`src/rtl/serial_addsub_signmag_if.sv`:
```
// Operand/result bundle for the digit-serial sign-magnitude adder/subtractor.
// The master side issues operations and the slave side is the arithmetic unit.
interface serial_addsub_signmag_if #(
  parameter int WIDTH = 8
);
  logic             start;
  logic             mode;
  logic [WIDTH-1:0] a;
  logic [WIDTH-1:0] b;
  logic             busy;
  logic             done;
  logic [WIDTH-1:0] result;
  logic             neg;
  logic             cout;

  modport master (
    output start, mode, a, b,
    input  busy, done, result, neg, cout
  );

  modport slave (
    input  start, mode, a, b,
    output busy, done, result, neg, cout
  );
endinterface

```
`src/rtl/serial_addsub_signmag.sv`:
```
// Digit-serial unsigned add/subtract through one shared DIGIT-bit slice. A subtract
// uses a + ~b + 1, and a final pass folds a negative difference into sign-magnitude form.
module serial_addsub_signmag #(
  parameter int WIDTH = 8,
  parameter int DIGIT = 1
) (
  input logic                   clk,
  input logic                   rst,
  serial_addsub_signmag_if.slave bus
);
  localparam int N     = WIDTH / DIGIT;
  localparam int CNT_W = (N > 1) ? $clog2(N) : 1;

  generate
    if (WIDTH < 2 || DIGIT < 1 || (WIDTH % DIGIT) != 0) begin : g_param_check
      $error("serial_addsub_signmag: WIDTH must be >= 2 and a multiple of DIGIT");
    end
  endgenerate

  typedef enum logic [1:0] {
    ST_IDLE = 2'd0,
    ST_RUN  = 2'd1,
    ST_CORR = 2'd2
  } state_t;

  state_t state_reg, state_next;

  logic [WIDTH-1:0] a_sh_reg, b_sh_reg, acc_reg, result_reg;
  logic [WIDTH-1:0] acc_next;
  logic [CNT_W-1:0] cnt_reg;
  logic             mode_reg, carry_reg, neg_reg, cout_reg, done_reg;
  logic             load, step, finish, last_digit, borrow;
  logic [DIGIT-1:0] sum_digit;
  logic [DIGIT:0]   chain;

  assign last_digit = (cnt_reg == CNT_W'(N - 1));

  always_ff @(posedge clk or posedge rst) begin
    if (rst) begin
      state_reg <= ST_IDLE;
    end else begin
      state_reg <= state_next;
    end
  end

  always_comb begin
    state_next = state_reg;
    case (state_reg)
      ST_IDLE: if (bus.start) state_next = ST_RUN;
      ST_RUN:  if (last_digit) state_next = ST_CORR;
      ST_CORR: state_next = ST_IDLE;
      default: state_next = ST_IDLE;
    endcase
  end

  always_comb begin
    load   = 1'b0;
    step   = 1'b0;
    finish = 1'b0;
    case (state_reg)
      ST_IDLE: load   = bus.start;
      ST_RUN:  step   = 1'b1;
      ST_CORR: finish = 1'b1;
      default: ;
    endcase
  end

  // Shared ripple slice: the carry register feeds bit 0 and receives the top carry.
  assign chain[0] = carry_reg;
  generate
    for (genvar gi = 0; gi < DIGIT; gi++) begin : g_slice
      assign sum_digit[gi] = a_sh_reg[gi] ^ b_sh_reg[gi] ^ chain[gi];
      assign chain[gi+1]   = (a_sh_reg[gi] & b_sh_reg[gi]) |
                             (chain[gi] & (a_sh_reg[gi] ^ b_sh_reg[gi]));
    end
  endgenerate

  // Sum digits enter from the MSB side so the first digit ends at bit 0.
  generate
    if (N == 1) begin : g_acc_single
      assign acc_next = sum_digit;
    end else begin : g_acc_shift
      assign acc_next = {sum_digit, acc_reg[WIDTH-1:DIGIT]};
    end
  endgenerate

  assign borrow = mode_reg & ~carry_reg;

  always_ff @(posedge clk or posedge rst) begin
    if (rst) begin
      a_sh_reg   <= '0;
      b_sh_reg   <= '0;
      acc_reg    <= '0;
      cnt_reg    <= '0;
      mode_reg   <= 1'b0;
      carry_reg  <= 1'b0;
      result_reg <= '0;
      neg_reg    <= 1'b0;
      cout_reg   <= 1'b0;
      done_reg   <= 1'b0;
    end else begin
      if (load) begin
        a_sh_reg  <= bus.a;
        b_sh_reg  <= bus.mode ? ~bus.b : bus.b;
        mode_reg  <= bus.mode;
        carry_reg <= bus.mode;
        acc_reg   <= '0;
        cnt_reg   <= '0;
      end
      if (step) begin
        a_sh_reg  <= a_sh_reg >> DIGIT;
        b_sh_reg  <= b_sh_reg >> DIGIT;
        acc_reg   <= acc_next;
        carry_reg <= chain[DIGIT];
        cnt_reg   <= cnt_reg + 1'b1;
      end
      if (finish) begin
        result_reg <= borrow ? (~acc_reg + WIDTH'(1)) : acc_reg;
        neg_reg    <= borrow;
        cout_reg   <= mode_reg ? borrow : carry_reg;
      end
      done_reg <= finish;
    end
  end

  assign bus.busy   = (state_reg != ST_IDLE);
  assign bus.done   = done_reg;
  assign bus.result = result_reg;
  assign bus.neg    = neg_reg;
  assign bus.cout   = cout_reg;
endmodule

```
`src/flat_wrapper.sv`:
```
// flat-port wrapper written by rule: the top's interface ports become plain ports
module serial_addsub_signmag_flat 
#(
  parameter int WIDTH = 8,
  parameter int DIGIT = 1
)
  (clk, rst, bus_start, bus_mode, bus_a, bus_b, bus_busy, bus_done, bus_result, bus_neg, bus_cout);
  serial_addsub_signmag_if #(.WIDTH(WIDTH)) bus_i ();
  input logic clk;
  input logic rst;
  input wire logic [$bits(bus_i.start)-1:0] bus_start;
  input wire logic [$bits(bus_i.mode)-1:0] bus_mode;
  input wire logic [$bits(bus_i.a)-1:0] bus_a;
  input wire logic [$bits(bus_i.b)-1:0] bus_b;
  output wire logic [$bits(bus_i.busy)-1:0] bus_busy;
  output wire logic [$bits(bus_i.done)-1:0] bus_done;
  output wire logic [$bits(bus_i.result)-1:0] bus_result;
  output wire logic [$bits(bus_i.neg)-1:0] bus_neg;
  output wire logic [$bits(bus_i.cout)-1:0] bus_cout;
  assign bus_i.start = bus_start;
  assign bus_i.mode = bus_mode;
  assign bus_i.a = bus_a;
  assign bus_i.b = bus_b;
  assign bus_busy = bus_i.busy;
  assign bus_done = bus_i.done;
  assign bus_result = bus_i.result;
  assign bus_neg = bus_i.neg;
  assign bus_cout = bus_i.cout;
  serial_addsub_signmag #(.WIDTH(WIDTH), .DIGIT(DIGIT)) u_core (.clk(clk), .rst(rst), .bus(bus_i));
endmodule
```
`config.mk`:
```
export PLATFORM = sky130hd
export DESIGN_NAME = serial_addsub_signmag_flat
export DESIGN_NICKNAME = d
export VERILOG_FILES = /design/src/rtl/serial_addsub_signmag_if.sv /design/src/rtl/serial_addsub_signmag.sv /design/src/flat_wrapper.sv
export SDC_FILE = /design/constraint.sdc
export NUM_CORES = 1
export LEC_CHECK = 0
export CORE_MARGIN = 5
export CORE_UTILIZATION = 52
export DETAILED_ROUTE_END_ITERATION = 7
export GPL_ROUTABILITY_DRIVEN = 0
export GPL_TIMING_DRIVEN = 0
export PLACE_DENSITY = 0.8
export SKIP_CTS_REPAIR_TIMING = 1
export SYNTH_ARGS = -nofsm -noshare
export SYNTH_HDL_FRONTEND = slang
export SYNTH_SLANG_ARGS = --single-unit
```
`constraint.sdc`:
```
create_clock -name clk -period 2.1 [get_ports clk]
set_input_delay 0.42 -clock clk [delete_from_list [all_inputs] [get_ports clk]]
set_output_delay 0.42 -clock clk [all_outputs]
set_load 0.05 [all_outputs]
```
; Yosys cells after proc, flatten, opt, wreduce, memory -nomap -nowiden
; Cells that the tools add are included.
[op_classes]
bitwise_logic = 9
add_sub_neg = 2
n_mux = 19
n_reduce_logical = 4
n_eq_ne = 5
[op_table]
columns = cell, n
row1 = 2-to-1 mux 8 bit, 8
row2 = inverter 8 bit, 2
row3 = adder 8 x 1 -> 8 bit (second input constant), 1
row4 = 2-to-1 mux 1 bit, 6
row5 = 2-to-1 mux 3 bit, 2
row6 = 2-to-1 mux 2 bit, 2
row7 = one-hot mux 2 bit (2 select lines), 1
row8 = nonzero test 2 bit, 2
row9 = adder 3 x 1 -> 3 bit (second input constant), 1
row10 = bitwise AND 1 bit, 3
row11 = == test 3 bit (second input constant), 1
row12 = == test 2 x 1 -> 1 bit (second input constant), 1
row13 = == test 2 bit (second input constant), 1
row14 = zero test 2 bit, 1
row15 = inequality test 2 x 1 -> 1 bit (second input constant), 1
row16 = inequality test 2 bit (second input constant), 1
row17 = AND reduction 2 bit, 1
row18 = bitwise XOR 1 bit, 2
row19 = inverter 1 bit, 1
row20 = OR 1 bit, 1
[totals]
ff_bits = 42

; Longest topological paths before layout
[logic_depth]
word_depth = 4
depth_mapped = 6
mapped_depth_nobuf = 6

; Worst setup path after synthesis
; Ideal clock, no wire load.
[synth_path]
path_kind = reg-to-reg
start = register u_core.acc_reg[0]
end = register u_core.result_reg[7] (netlist: u_core.bus.result[7])
stages_incl_launch_ff = 5
arrival_ps = 1367
period_less_slack_ps = 1489
required_ps = 1978
path_buffers = 0
setup_time_ps = 122
slack_ps = 611
path_cell_list = dfrtp_1 > or4_4 > o41ai_4 > xor2_1 > o21ai_1
[synth_via]
elab_chain_len = 3
[synth_lines]
columns = element, line_no
row1 = start: declaration, serial_addsub_signmag.sv:28  ; logic [WIDTH-1:0] a_sh_reg, b_sh_reg, acc_reg, result_reg;
row2 = start signal: assignment, serial_addsub_signmag.sv:113  ; acc_reg <= acc_next;
row3 = inverter 8 bit, serial_addsub_signmag.sv:118  ; result_reg <= borrow ? (~acc_reg + WIDTH'(1)) : acc_reg;
row4 = adder 8 x 1 -> 8 bit, serial_addsub_signmag.sv:118
row5 = 2-to-1 mux 8 bit, serial_addsub_signmag.sv:118
row6 = end signal: assignment, serial_addsub_signmag.sv:118
row7 = end: declaration, serial_addsub_signmag.sv:28
; No other way between the ends.
; A chain may end at the register's enable or synchronous reset.

; Final worst setup path
[layout_path]
start = register u_core.result_reg[1] (netlist: u_core.bus.result[1])
end = output bus_result[1]
[layout_rtl]
columns = element, line_no
row1 = end: declaration, flat_wrapper.sv:17  ; output wire logic [$bits(bus_i.result)-1:0] bus_result;
; No word-level cell between the ends.

==> metrics.csv <==
stage,metric,value,unit
critical_path,rr_startpoint,u_core.state_reg[0],
route,postRouteAntennaNets,0,
job,cap_violations,0,
layout,final_core_util,0.664,
global_route,grt_pass1_vias,1493,
layout,final_cell_count_no_fill,286,
yosys,synthArstFlopShare,1.00,
route,drtPass1Iterations,4,
yosys,syn_area,1940,µm²
clock_network,clk_pin_slew,0.07,ns
critical_path,rr_endpoint,u_core.b_sh_reg[3],
power,clockPowerShare,0.164,
route,routedWlPerCell,12.9,µm
yosys,seq_area_frac_synth,0.542,
clock_network,cts-root-buf,clkbuf_8,
clock_network,cts-buffers-inserted,5,
status,status,completed,
critical_path,cp_cell_sequence,clkdlybuf4s50_1,
yosys,ys_ff_latch,42,
route,via_per_inst,5.15,
die,rows,22,
power,comb_power_share,0.462,
critical_path,path_buf_inv,1,
layout,drive_gt1_frac,0.0630,
worst_hold_path,hold_path.startpoint,u_core.bus.result[6],
power,p_leak,1.07,nW
power,power-per-cell-area,1610,nW/µm²
global_route,grt_overflow_total,0,
die,coreArea,3630,µm²
layout,diodes,0,
route,vias,1473,
layout,syn_to_final_growth,24.5,%
critical_path,start_kind,register,
timing,min_period_over_period,0.883,
yosys,yosysMostFrequentCell,nand2_1,
worst_hold_path,hp-class,reg -> reg,
route,wl,3700,µm
global_route,grtUsageTotal,0.162,
critical_path,critPathCaptureType,primary output,
layout,regArea,1050,µm²
yosys,ys_warn_count,0,
timing,slew_viol_final,0,
critical_path,critPathMaxFanout,2,
die,num_io_pins,32,
critical_path,critPathSlowestCell,clkdlybuf4s50_1,
timing,finClkSkew,0.00832,ns
route,drtIter0Drc,75,
yosys,yosysTopAreaCell,dfrtp_1,
timing,finalHoldViolCount,0,
layout,nFillCells,303,
die,die_h,71.1,µm
power,power,3.88,mW
critical_path,critPathRequiredTime,1.68,ns
die,die_w,71.1,µm
timing,rsz0062_at_grt,no,
clock_network,cts_buffer_depth,2,
layout,multiInputGateArea,807,µm²
critical_path,r2r_slack,0.51,ns
power,p_sw,1.63,mW
yosys,ys.flop_type,dfrtp_1,
worst_hold_path,whs_path_depth,2,
yosys,post-synth-top-area-fraction,0.542,
critical_path,r2r_cells,4,
yosys,synth-edff-count,0,
yosys,synth_commonest_cells,"nand2_1 (46), dfrtp_1 (42), o21ai_0 (22)",
placed_design,port_buffers,30,
layout,stdcell_area,2410,µm²
yosys,postSynthAreaPerCell,9.64,µm²
global_route,grt_start_max_net_pins,43,
yosys,synthCells,201,
critical_path,slowest_delay,0.80,ns
die,initial_core_util,0.533,
die,die_area,5050,µm²
layout,nNetsFinal,263,
critical_path,critPathKind,reg -> out,
placed_design,hpwl,2710,µm
power,p_seq_frac,0.374,
timing,fmax,539,MHz
power,vdd.ir_drop.worst,0.000636,V
timing,worst_slew_pin_slew,0.829,ns
timing,finalSetupViolCount,0,
timing,slew_headroom,0.446,
placed_design,dp_cells,279,
worst_hold_path,hold_end,u_core.bus.result[6],
clock_network,htreeDepth,2,
route,drc,0,
critical_path,crit_arrival,1.43,ns
clock_network,cts_tree,built,
yosys,synth_cell_types,26,
power,internal_power,2.25,mW
global_route,grt_pass1_wl,6570,µm
yosys,synth_nets,226,
timing,min_period,1.85,ns
global_route,antenna_found_initial,0,
clock_network,clock_sinks,42,
yosys,synthTopCellsByArea,"dfrtp_1 (54%), nand2_1 (8.9%), o21ai_0 (5.7%), xnor2_1 (4.5%), nor2_1 (3.7%)",
placed_design,placed_area,2300,µm²
power,p_sw_frac,0.420,
critical_path,path_delay_family,buffers and inverters,
clock_network,insertion_delay,0.29,ns
critical_path,cp.depth,1,
==> power by group through the flow <==
stage                     logic, mW  registers (mW)  clock network [mW]
after CTS                      1.82            1.45               0.641
after global routing           2.00            1.50               0.679
final                          1.79            1.45               0.638
after detailed placement       1.81            1.46                   0
after global placement         1.74            1.44                   0
after floorplan                1.01            1.72                   0
==> area by class of cell <==
class | count | area share
timing repair buffer | 30 | 0.125
multi-input combinational | 139 | 0.334
clock buffer | 6 | 0.0342
clock inverter | 1 | 0.0124
inverter | 9 | 0.0140
sequential | 42 | 0.435
buffer | 11 | 0.0192
tap | 48 | 0.0249
==> worst max-delay path by stage <==
| stage | from | end | slack, ns |
|---|---|---|---|
| 3_3_place_gp | rst | u_core.b_sh_reg[3] | -0.12 |
| 5_1_grt | u_core.bus.result[3] | bus_result[3] | 0.19 |
| 6_report | u_core.bus.result[1] | bus_result[1] | 0.25 |
| 3_5_place_dp | bus_start | u_core.b_sh_reg[6] | 0.01 |
| 2_1_floorplan | u_core.acc_reg[0] | u_core.bus.result[7] | 0.61 |
| 4_1_cts | u_core.state_reg[0] | bus_busy | 0.06 |
==> per-layer routing <==
| layer | share of wire | up-vias | GRT usage |
|---|---|---|---|
| li1 | - | 748 | - |
| met1 | 0.44 | 680 | 0.202 |
| met2 | 0.49 | 40 | 0.279 |
| met3 | 0.055 | 5 | 0.0313 |
| met4 | 0.010 | 0 | 0.0564 |
| met5 | 0 | - | 0 |
==> cell families (layout without fill, tap and decap cells) <==
group                      Yosys count  count (layout)  synth area share
adders and majority gates            5               5            0.0362
AOI/OAI and AO/OA                   45              45             0.156
xor gates and xnor gates            14              14            0.0633
muxes                                1               1           0.00516
DFF                                 42              42             0.542
buffers and inverters               20              57            0.0413
and+or+nand+nor                     74              74             0.156
==> cells in the final DEF, fill, tap and decap left out, types with 2 or more instances in the layout <==
cell,n
buf_2,4
clkbuf_1,7
clkdlybuf4s50_1,29
nand3_1,3
o21ai_1,3
nand2_1,46
o21ai_0,22
nand2b_1,2
xor2_1,4
a21oi_1,2
inv_1,8
xnor2_1,10
a221o_1,7
a31oi_1,6
dfrtp_1,42
o31ai_1,2
nor2_1,19
ha_1,4
clkbuf_8,6
==> per-stage QoR <==
step | worst slack (ns) | setup TNS (ns) | hold slack [ns]
2_1_floorplan | 0.611 | 0 | 0.450
3_3_place_gp | -0.118 | -4.91 | 0.460
3_5_place_dp | 0.0110 | 0 | 0.470
4_1_cts | 0.0553 | 0 | 0.487
5_1_grt | 0.193 | 0 | 0.510
6_report | 0.246 | 0 | 0.482
Power figures use the tool's default switching activity.
